`src/rtl/mips_pkg.sv`:
```
// Shared types and constants for the MIPS boot path.
package mips_pkg;

  typedef enum logic [1:0] {
    IDLE = 2'd0,
    LOAD = 2'd1,
    HOLD = 2'd2,
    RUN  = 2'd3
  } loader_state_t;

  localparam int WORD_W     = 32;
  localparam int BYTE_SHIFT = 2;

  // Turn a word address into the word-aligned byte address seen by the memory.
  function automatic logic [WORD_W-1:0] word_to_byte_addr(input logic [WORD_W-1:0] word_addr);
    return word_addr << BYTE_SHIFT;
  endfunction

endpackage

```
`src/rtl/instr_mem_loader.sv`:
```
// Boot loader: streams instruction words into consecutive instruction-memory
// words while holding the core in reset, then releases the core.
module instr_mem_loader
  import mips_pkg::*;
#(
  parameter int ADDR_W    = 8,
  parameter int BASE_ADDR = 0,
  parameter int RST_HOLD  = 2
) (
  input  logic              clk,
  input  logic              rst,
  input  logic              start,
  input  logic [ADDR_W:0]   word_count,
  input  logic              in_valid,
  output logic              in_ready,
  input  logic [WORD_W-1:0] in_data,
  output logic              mem_we,
  output logic [WORD_W-1:0] mem_addr,
  output logic [WORD_W-1:0] mem_wdata,
  output logic              core_rst_n,
  output logic              busy,
  output logic              done,
  output logic [WORD_W-1:0] checksum
);

  localparam int              DEPTH     = 1 << ADDR_W;
  localparam logic [ADDR_W:0] DEPTH_CNT = (ADDR_W+1)'(DEPTH);

  loader_state_t     state_reg;
  loader_state_t     state_next;
  logic [ADDR_W:0]   cnt_reg;
  logic [ADDR_W-1:0] addr_reg;
  logic [3:0]        hold_reg;

  logic              start_ok;
  logic              handshake;
  logic [ADDR_W:0]   cnt_init;

  // A start pulse only counts when no session is in progress.
  assign start_ok  = start && ((state_reg == IDLE) || (state_reg == RUN));
  assign handshake = in_valid && in_ready;
  // Requests longer than the memory are clamped to one full pass.
  assign cnt_init  = (word_count > DEPTH_CNT) ? DEPTH_CNT : word_count;

  // State register.
  always_ff @(posedge clk) begin
    if (rst) begin
      state_reg <= IDLE;
    end else begin
      state_reg <= state_next;
    end
  end

  // Next-state decode.
  always_comb begin
    state_next = state_reg;
    case (state_reg)
      IDLE, RUN: begin
        if (start) begin
          state_next = (cnt_init == '0) ? HOLD : LOAD;
        end
      end
      LOAD: begin
        if (handshake && (cnt_reg == (ADDR_W+1)'(1))) begin
          state_next = HOLD;
        end
      end
      HOLD: begin
        if (hold_reg == 4'd1) begin
          state_next = RUN;
        end
      end
      default: state_next = IDLE;
    endcase
  end

  // Handshake and status flags are pure state decodes (no path from in_valid).
  always_comb begin
    in_ready = (state_reg == LOAD);
    busy     = (state_reg == LOAD) || (state_reg == HOLD);
    done     = (state_reg == RUN);
  end

  // Datapath: write port, running checksum, word/hold counters, core reset.
  always_ff @(posedge clk) begin
    if (rst) begin
      cnt_reg    <= '0;
      addr_reg   <= '0;
      hold_reg   <= '0;
      mem_we     <= 1'b0;
      mem_addr   <= '0;
      mem_wdata  <= '0;
      checksum   <= '0;
      core_rst_n <= 1'b0;
    end else begin
      mem_we     <= 1'b0;
      // Core runs exactly while the loader sits in RUN.
      core_rst_n <= (state_next == RUN);
      if (start_ok) begin
        cnt_reg  <= cnt_init;
        addr_reg <= ADDR_W'(BASE_ADDR);
        checksum <= '0;
        hold_reg <= 4'(RST_HOLD);
      end else begin
        case (state_reg)
          LOAD: begin
            if (handshake) begin
              mem_we    <= 1'b1;
              mem_addr  <= word_to_byte_addr(WORD_W'(addr_reg));
              mem_wdata <= in_data;
              checksum  <= checksum ^ in_data;
              // Word address wraps modulo DEPTH by its own width.
              addr_reg  <= addr_reg + 1'b1;
              cnt_reg   <= cnt_reg - 1'b1;
              hold_reg  <= 4'(RST_HOLD);
            end
          end
          HOLD: begin
            hold_reg <= hold_reg - 4'd1;
          end
          default: ;
        endcase
      end
    end
  end

endmodule

```
`config.mk`:
```
export PLATFORM = sky130hd
export DESIGN_NAME = instr_mem_loader
export DESIGN_NICKNAME = d
export VERILOG_FILES = /design/src/rtl/mips_pkg.sv /design/src/rtl/instr_mem_loader.sv
export SDC_FILE = /design/constraint.sdc
export NUM_CORES = 1
export LEC_CHECK = 0
export ABC_CLOCK_PERIOD_IN_PS = 2500
export CAP_MARGIN = 20
export CORE_MARGIN = 4
export CORE_UTILIZATION = 44
export DETAILED_ROUTE_END_ITERATION = 16
export HOLD_SLACK_MARGIN = 0.03
export PLACE_DENSITY = 0.8
export SYNTH_ARGS = -nofsm -noshare
export SYNTH_HDL_FRONTEND = slang
export SYNTH_SLANG_ARGS = --single-unit
```
`constraint.sdc`:
```
create_clock -name clk -period 2.5 [get_ports clk]
set_clock_uncertainty 0.1 [all_clocks]
set_input_delay 0.75 -clock clk [delete_from_list [all_inputs] [get_ports clk]]
set_output_delay 0.75 -clock clk [all_outputs]
set_load 0.02 [all_outputs]
```
==> flow_metrics.py, run 1 <==
metrics = {
    "yosys": {
        "synth_cell_types": 39,
        "async_flop_share_pct": 0,
        "synth_edf_count": 0,
        "synth_common_cells": "97 x dfxtp_1, 92 x nand2_1, 52 x a21oi_1",
        "synth_top_area_cell": "dfxtp_1",
        "synth_most_common_cell": "dfxtp_1",
        "syn-cell-area_um2": 3980,
        "syn_inst": 457,
        "yosys-top-cells-area": "dfxtp_1 49%, xor2_1 8.8%, nand2_1 8.7%, a21oi_1 6.5%, buf_4 4.9%",
        "synth_top_area_share_pct": 48.8,
        "ys_warn_count": 0,
        "synth_area_per_cell_um2": 8.70,
        "ys.flop_type": "dfxtp_1",
        "synth-seq-area-share_pct": 48.8,
        "synth_seq_cells": 97,
    },
    "floorplanning": {
        "rows": 34,
        "start_util_pct": 45.4,
        "io_pins": 146,
        "die_h_um": 103,
        "coreArea_um2": 8760,
        "die-area_um2": 10600,
        "die_w_um": 103,
    },
    "routing": {
        "firstDrtPassIters": 4,
        "drc": 0,
        "num_vias": 3400,
        "ant_nets": 0,
        "vias_per_cell": 4.96,
        "post_drt_wl_per_cell_um": 14.2,
        "drtIter0Drc": 132,
        "drt_wl_total_mm": 9.73,
    },
    "timing": {
        "min_period_over_period_pct": 95.8,
        "finalHoldViolations": 0,
        "layout_setup_ws_ns": 0.104,
        "grt_setup_unrepaired": "no",
        "max_freq_mhz": 417,
        "setup_violations": 0,
        "drv_slew": 0,
        "min_period_ns": 2.40,
        "finalSetupTns_ns": 0,
    },
    "pwr": {
        "p_sw_share_pct": 37.0,
        "power_density_nw_per_um2": 823,
        "pwr-share-comb_pct": 37.0,
        "vdd_drop_max_mv": 0.384,
        "pwr-share-clk_pct": 20.3,
        "seq_power_share_pct": 42.7,
        "p_int_mw": 2.80,
        "netSwitchingPower_mw": 1.64,
        "leakage_nw": 2.02,
    },
    "clock_tree": {
        "hold_buffers": 0,
        "root_buffer": "clkbuf_8",
        "cts_max_level": 3,
        "cts_sinks": 97,
        "clkLatencyLatePin_ns": 0.35,
        "cts_made_buffers": 9,
        "cts_tree": "done",
        "clkTransAtPathRegs_ns": 0.09,
        "clockBufferDepth": 2,
    },
    "critical_path": {
        "rr_worst_depth": 7,
        "crit_chain": "ha_1 > clkdlybuf4s50_1",
        "reg2reg_from": "state_reg[0]$_SDFF_PP0_",
        "cp_max_fo": 4,
        "critPathSlowestCell": "clkdlybuf4s50_1",
        "crit_path_start_kind": "flip-flop",
        "crit_path_start": "state_reg[1]$_SDFF_PP0_",
        "rr_endpoint": "cnt_reg[4]$_SDFFE_PP0P_",
        "rrSetupSlack_ns": 0.61,
        "worstPathRequired_ns": 1.65,
        "critPathKind": "flip-flop to primary output",
        "endpoint_kind": "primary output",
        "max_stage_delay_ns": 0.61,
        "critPathArrivalTime_ns": 1.55,
    },
    "final_layout": {
        "finalCoreUtilization_pct": 61.5,
        "area_delta_synth_final_pct": 35.5,
        "layout.cells.non_filler": 686,
        "num-nets-final": 626,
        "drive_gt1_share_pct": 6.23,
        "n_antenna_cell": 0,
    },
    "outcome": {
        "run_status": "completed",
    },
    "min_path": {
        "hold_end": "mem_addr[7]$_SDFFE_PP0P_",
        "min_from": "mem_addr[7]$_SDFFE_PP0P_",
        "holdPathStages": 2,
        "min_path_type": "flip-flop to flip-flop",
    },
    "global_routing": {
        "grt_pass1_vias": 3386,
        "gr-total-overflow": 0,
        "grt_max_degree": 53,
        "grt_pass1_wl_mm": 15.8,
        "antenna_found_initial": 0,
        "grtUsageTotal_pct": 18.9,
    },
    "placement": {
        "dp_hpwl_mm": 6.86,
        "pre_cts_ws_ns": 0.0853,
        "io_buffer_count": 121,
        "place_inst": 670,
        "gp_congestion": 0.834,
    },
    "flow_run": {
        "cap_violations": 0,
    },
}
cell type report:
| class | count | area, um2 |
|---|---|---|
| fillers | 767 | 3370 |
| flip-flops and latches | 97 | 1940 |
| repair buffers | 131 | 1310 |
| clock inverters | 6 | 42.5 |
| well taps | 108 | 135 |
| clock buffers | 10 | 128 |
| multi-input cells | 325 | 1800 |
| inverters | 9 | 33.8 |
worst max path at each step:
stage	endpoint	slack [ns]	cells past startpoint
2_1_floorplan	core_rst_n$_SDFF_PP0_	0.60	6
3_3_place_gp	core_rst_n$_SDFF_PP0_	0.12	5
3_5_place_dp	core_rst_n$_SDFF_PP0_	0.09	5
4_1_cts	in_ready	0.05	3
5_1_grt	done	0.04	2
6_report	done	0.10	2
through the flow:
stage               hold slack, ns  area [um2]  power, mW
floorplan                    0.344        4060       2.99
global placement             0.341        5220       3.53
detailed placement           0.347        5220       3.58
CTS                          0.360        5390       4.48
global route                 0.374        5390       4.73
finish                       0.355        5390       4.44
per-layer routing:
| layer | global-route usage, % | share of wire (%) | vias up |
|---|---|---|---|
| met5 | 0 | 0 | - |
| met4 | 7.27 | 1.7 | 0 |
| met3 | 5.68 | 7.8 | 15 |
| met2 | 32.3 | 50 | 117 |
| met1 | 22.1 | 41 | 1594 |
| li1 | - | - | 1674 |
kinds of logic (layout without fill, tap and decap cells):
group                      count (synthesis)  after routing  share of synthesized area (%)
and+or+nand+nor                          173            173                           19.7
buffers and inverters                     58            156                           8.18
DFF                                       97             97                           48.8
adders and majority gates                  8              8                           2.52
xor gates and xnor gates                  45             45                           9.91
other                                      1             24                         0.0943
AOI/OAI and AO/OA                         75             75                           10.8
cells in the final DEF (no fill, tap or decap), drive strengths merged, types with 2 or more instances in the layout:
| master | count |
|---|---|
| a211oi | 6 |
| a21oi | 52 |
| a311oi | 3 |
| a31oi | 2 |
| a41oi | 2 |
| and2 | 2 |
| and3 | 2 |
| buf | 11 |
| clkbuf | 10 |
| clkdlybuf4s50 | 118 |
| clkinv | 3 |
| clkinvlp | 2 |
| conb | 24 |
| dfxtp | 97 |
| ha | 8 |
| inv | 10 |
| nand2 | 92 |
| nand2b | 4 |
| nand3 | 3 |
| nand4 | 5 |
| nor2 | 47 |
| nor2b | 3 |
| nor3 | 2 |
| nor3b | 3 |
| nor4 | 5 |
| o21ai | 6 |
| or3 | 2 |
| xnor2 | 5 |
| xor2 | 40 |
critical path: cells and delay by family, from the launching register on:
family | cells | cell delay [ns]
buffers and inverters | 1 | 0.61
flip-flops | 1 | 0.42
adder cells (fa/ha/maj) | 1 | 0.18
timing repair:
item	in CTS	in global routing
gates resized for setup	2	1
setup endpoints to repair	1	1
gates cloned	0	0
buffers inserted	0	0
hold endpoints to repair	0	0
power groups by stage:
stage	clock, mW	sequential, mW	combinational, mW
floorplan	0	2.04	0.958
global placement	0	1.92	1.62
detailed placement	0	1.93	1.65
CTS	0.925	1.90	1.65
global route	0.998	1.92	1.80
finish	0.899	1.90	1.64
(Power assumes the default switching activity.)
==> run 2: changes to the inputs <==
==> constraint.sdc (replaced) <==
create_clock -name clk -period 2.5 [get_ports clk]
set_clock_uncertainty 0.1 [all_clocks]
set_input_delay 0.5 -clock clk [delete_from_list [all_inputs] [get_ports clk]]
set_output_delay 0.5 -clock clk [all_outputs]
set_load 0.02 [all_outputs]
==> flow_metrics.py, run 2 (synthesis results as in run 1) <==
metrics = {
    "critical_path": {
        "critPathArrivalTime_ns": 1.79,
        "worstPathRequired_ns": 1.90,
        "crit_path_start": "state_reg[0]$_SDFF_PP0_",
        "cp-endpoint": "in_ready",
        "rr_endpoint": "core_rst_n$_SDFF_PP0_",
        "cp_max_fo": 11,
        "rr_worst_depth": 5,
        "critPathKind": "flip-flop to primary output",
        "crit_path_start_kind": "flip-flop",
        "reg2reg_from": "state_reg[0]$_SDFF_PP0_",
        "endpoint_kind": "primary output",
        "rrSetupSlack_ns": 0.55,
    },
    "timing": {
        "min_period_over_period_pct": 95.5,
        "max_freq_mhz": 419,
        "grt_setup_unrepaired": "no",
        "worst_pin_slew_ns": 0.512,
        "slew_headroom_pct": 65.9,
        "setup_violations": 0,
        "min_period_ns": 2.39,
        "finalHoldViolations": 0,
        "drv_slew": 0,
        "finalSetupTns_ns": 0,
    },
    "clock_tree": {
        "cts_max_level": 3,
        "cts_made_buffers": 9,
        "cts_tree": "done",
        "clkLatencyLatePin_ns": 0.35,
        "cts_sinks": 97,
        "clkTransAtPathRegs_ns": 0.09,
        "root_buffer": "clkbuf_8",
        "clockBufferDepth": 2,
        "hold_buffers": 0,
    },
    "global_routing": {
        "grt_pass1_vias": 3530,
        "gr-total-overflow": 0,
        "grt_max_degree": 53,
        "antenna_found_initial": 0,
        "grtUsageTotal_pct": 19.2,
        "grt_pass1_wl_mm": 16.1,
    },
    "placement": {
        "io_buffer_count": 121,
        "gp_congestion": 0.865,
        "placed_area_um2": 5190,
        "dp_hpwl_mm": 7.22,
    },
    "routing": {
        "post_drt_wl_per_cell_um": 14.5,
        "drtIter0Drc": 111,
        "drt_wl_total_mm": 9.93,
        "ant_nets": 0,
        "vias_per_cell": 4.96,
        "drc": 0,
        "firstDrtPassIters": 4,
        "num_vias": 3389,
    },
    "final_layout": {
        "num-nets-final": 623,
        "final_common_cell": "clkdlybuf4s50_1",
        "final_area_um2": 5400,
        "n_antenna_cell": 0,
        "area_delta_synth_final_pct": 35.8,
        "final_cell_mix": "119 x clkdlybuf4s50_1, 97 x dfxtp_1, 92 x nand2_1",
        "drive_gt1_share_pct": 5.91,
    },
    "floorplanning": {
        "die_w_um": 103,
        "io_pins": 146,
        "start_util_pct": 45.4,
        "die-area_um2": 10600,
        "coreArea_um2": 8760,
        "rows": 34,
        "die_h_um": 103,
    },
    "pwr": {
        "leakage_nw": 2.00,
        "vdd_drop_max_mv": 0.350,
        "power_density_nw_per_um2": 841,
    },
    "outcome": {
        "run_status": "completed",
    },
    "min_path": {
        "holdPathStages": 2,
        "min_path_type": "flip-flop to flip-flop",
    },
    "flow_run": {
        "cap_violations": 0,
    },
}
[run 2: what timing repair did]
item / in CTS / in global routing
setup endpoints to repair: 2 / 0
resized for setup: 2 / 0
buffers inserted: 0 / 0
[run 2: area by class of cell]
type / instances / area [um2]
fillers: 777 / 3360
flip-flops and latches: 97 / 1940
multi-input cells: 325 / 1800
repair buffers: 128 / 1280
clock buffers: 10 / 138
well taps: 108 / 135
clock inverters: 6 / 66.3
inverters: 9 / 33.8
[run 2: worst min path at each step]
stage	startpoint	to	slack (ns)
detailed placement	mem_addr[6]$_SDFFE_PP0P_	mem_addr[6]$_SDFFE_PP0P_	0.35
finish	mem_addr[6]$_SDFFE_PP0P_	mem_addr[6]$_SDFFE_PP0P_	0.36
CTS	mem_addr[6]$_SDFFE_PP0P_	mem_addr[6]$_SDFFE_PP0P_	0.36
global placement	mem_wdata[23]$_SDFFE_PP0P_	mem_wdata[23]$_SDFFE_PP0P_	0.34
global route	mem_addr[8]$_SDFFE_PP0P_	mem_addr[8]$_SDFFE_PP0P_	0.38
floorplan	addr_reg[7]$_SDFFE_PP0P_	mem_addr[9]$_SDFFE_PP0P_	0.34
[run 2: through the flow]
step	setup slack [ns]	total power, mW	util [%]	hold slack (ns)	cells
CTS	0.0935	4.58	61.6	0.361	683
detailed placement	0.266	3.56	59.3	0.348	667
finish	0.112	4.54	61.6	0.359	683
global placement	0.374	3.50	59.3	0.341	667
floorplan	0.600	2.99	-	0.344	480
global route	0.00741	4.83	61.6	0.378	683
[run 2: routing by layer]
| layer | part of all wire (%) | vias up | global-route usage, % | routed length [um] |
|---|---|---|---|---|
| met2 | 52 | 98 | 33.3 | 5150 |
| li1 | - | 1666 | - | - |
| met3 | 7.6 | 12 | 6.70 | 758 |
| met4 | 1.4 | 0 | 7.07 | 139 |
| met1 | 39 | 1613 | 21.6 | 3870 |
| met5 | 0 | - | 0 | 0 |
[run 2: power breakdown]
part,switching (mW),internal [mW]
Sequential,0.158,1.74
Clock,0.540,0.491
Combinational,0.941,0.674
Total,1.64,2.90
[run 2: worst max-delay path, cell delays in order, from the launching register on]
cell and delay, ns:
dfxtp_1 0.45, ha_2 0.34, clkdlybuf4s50_1 0.65
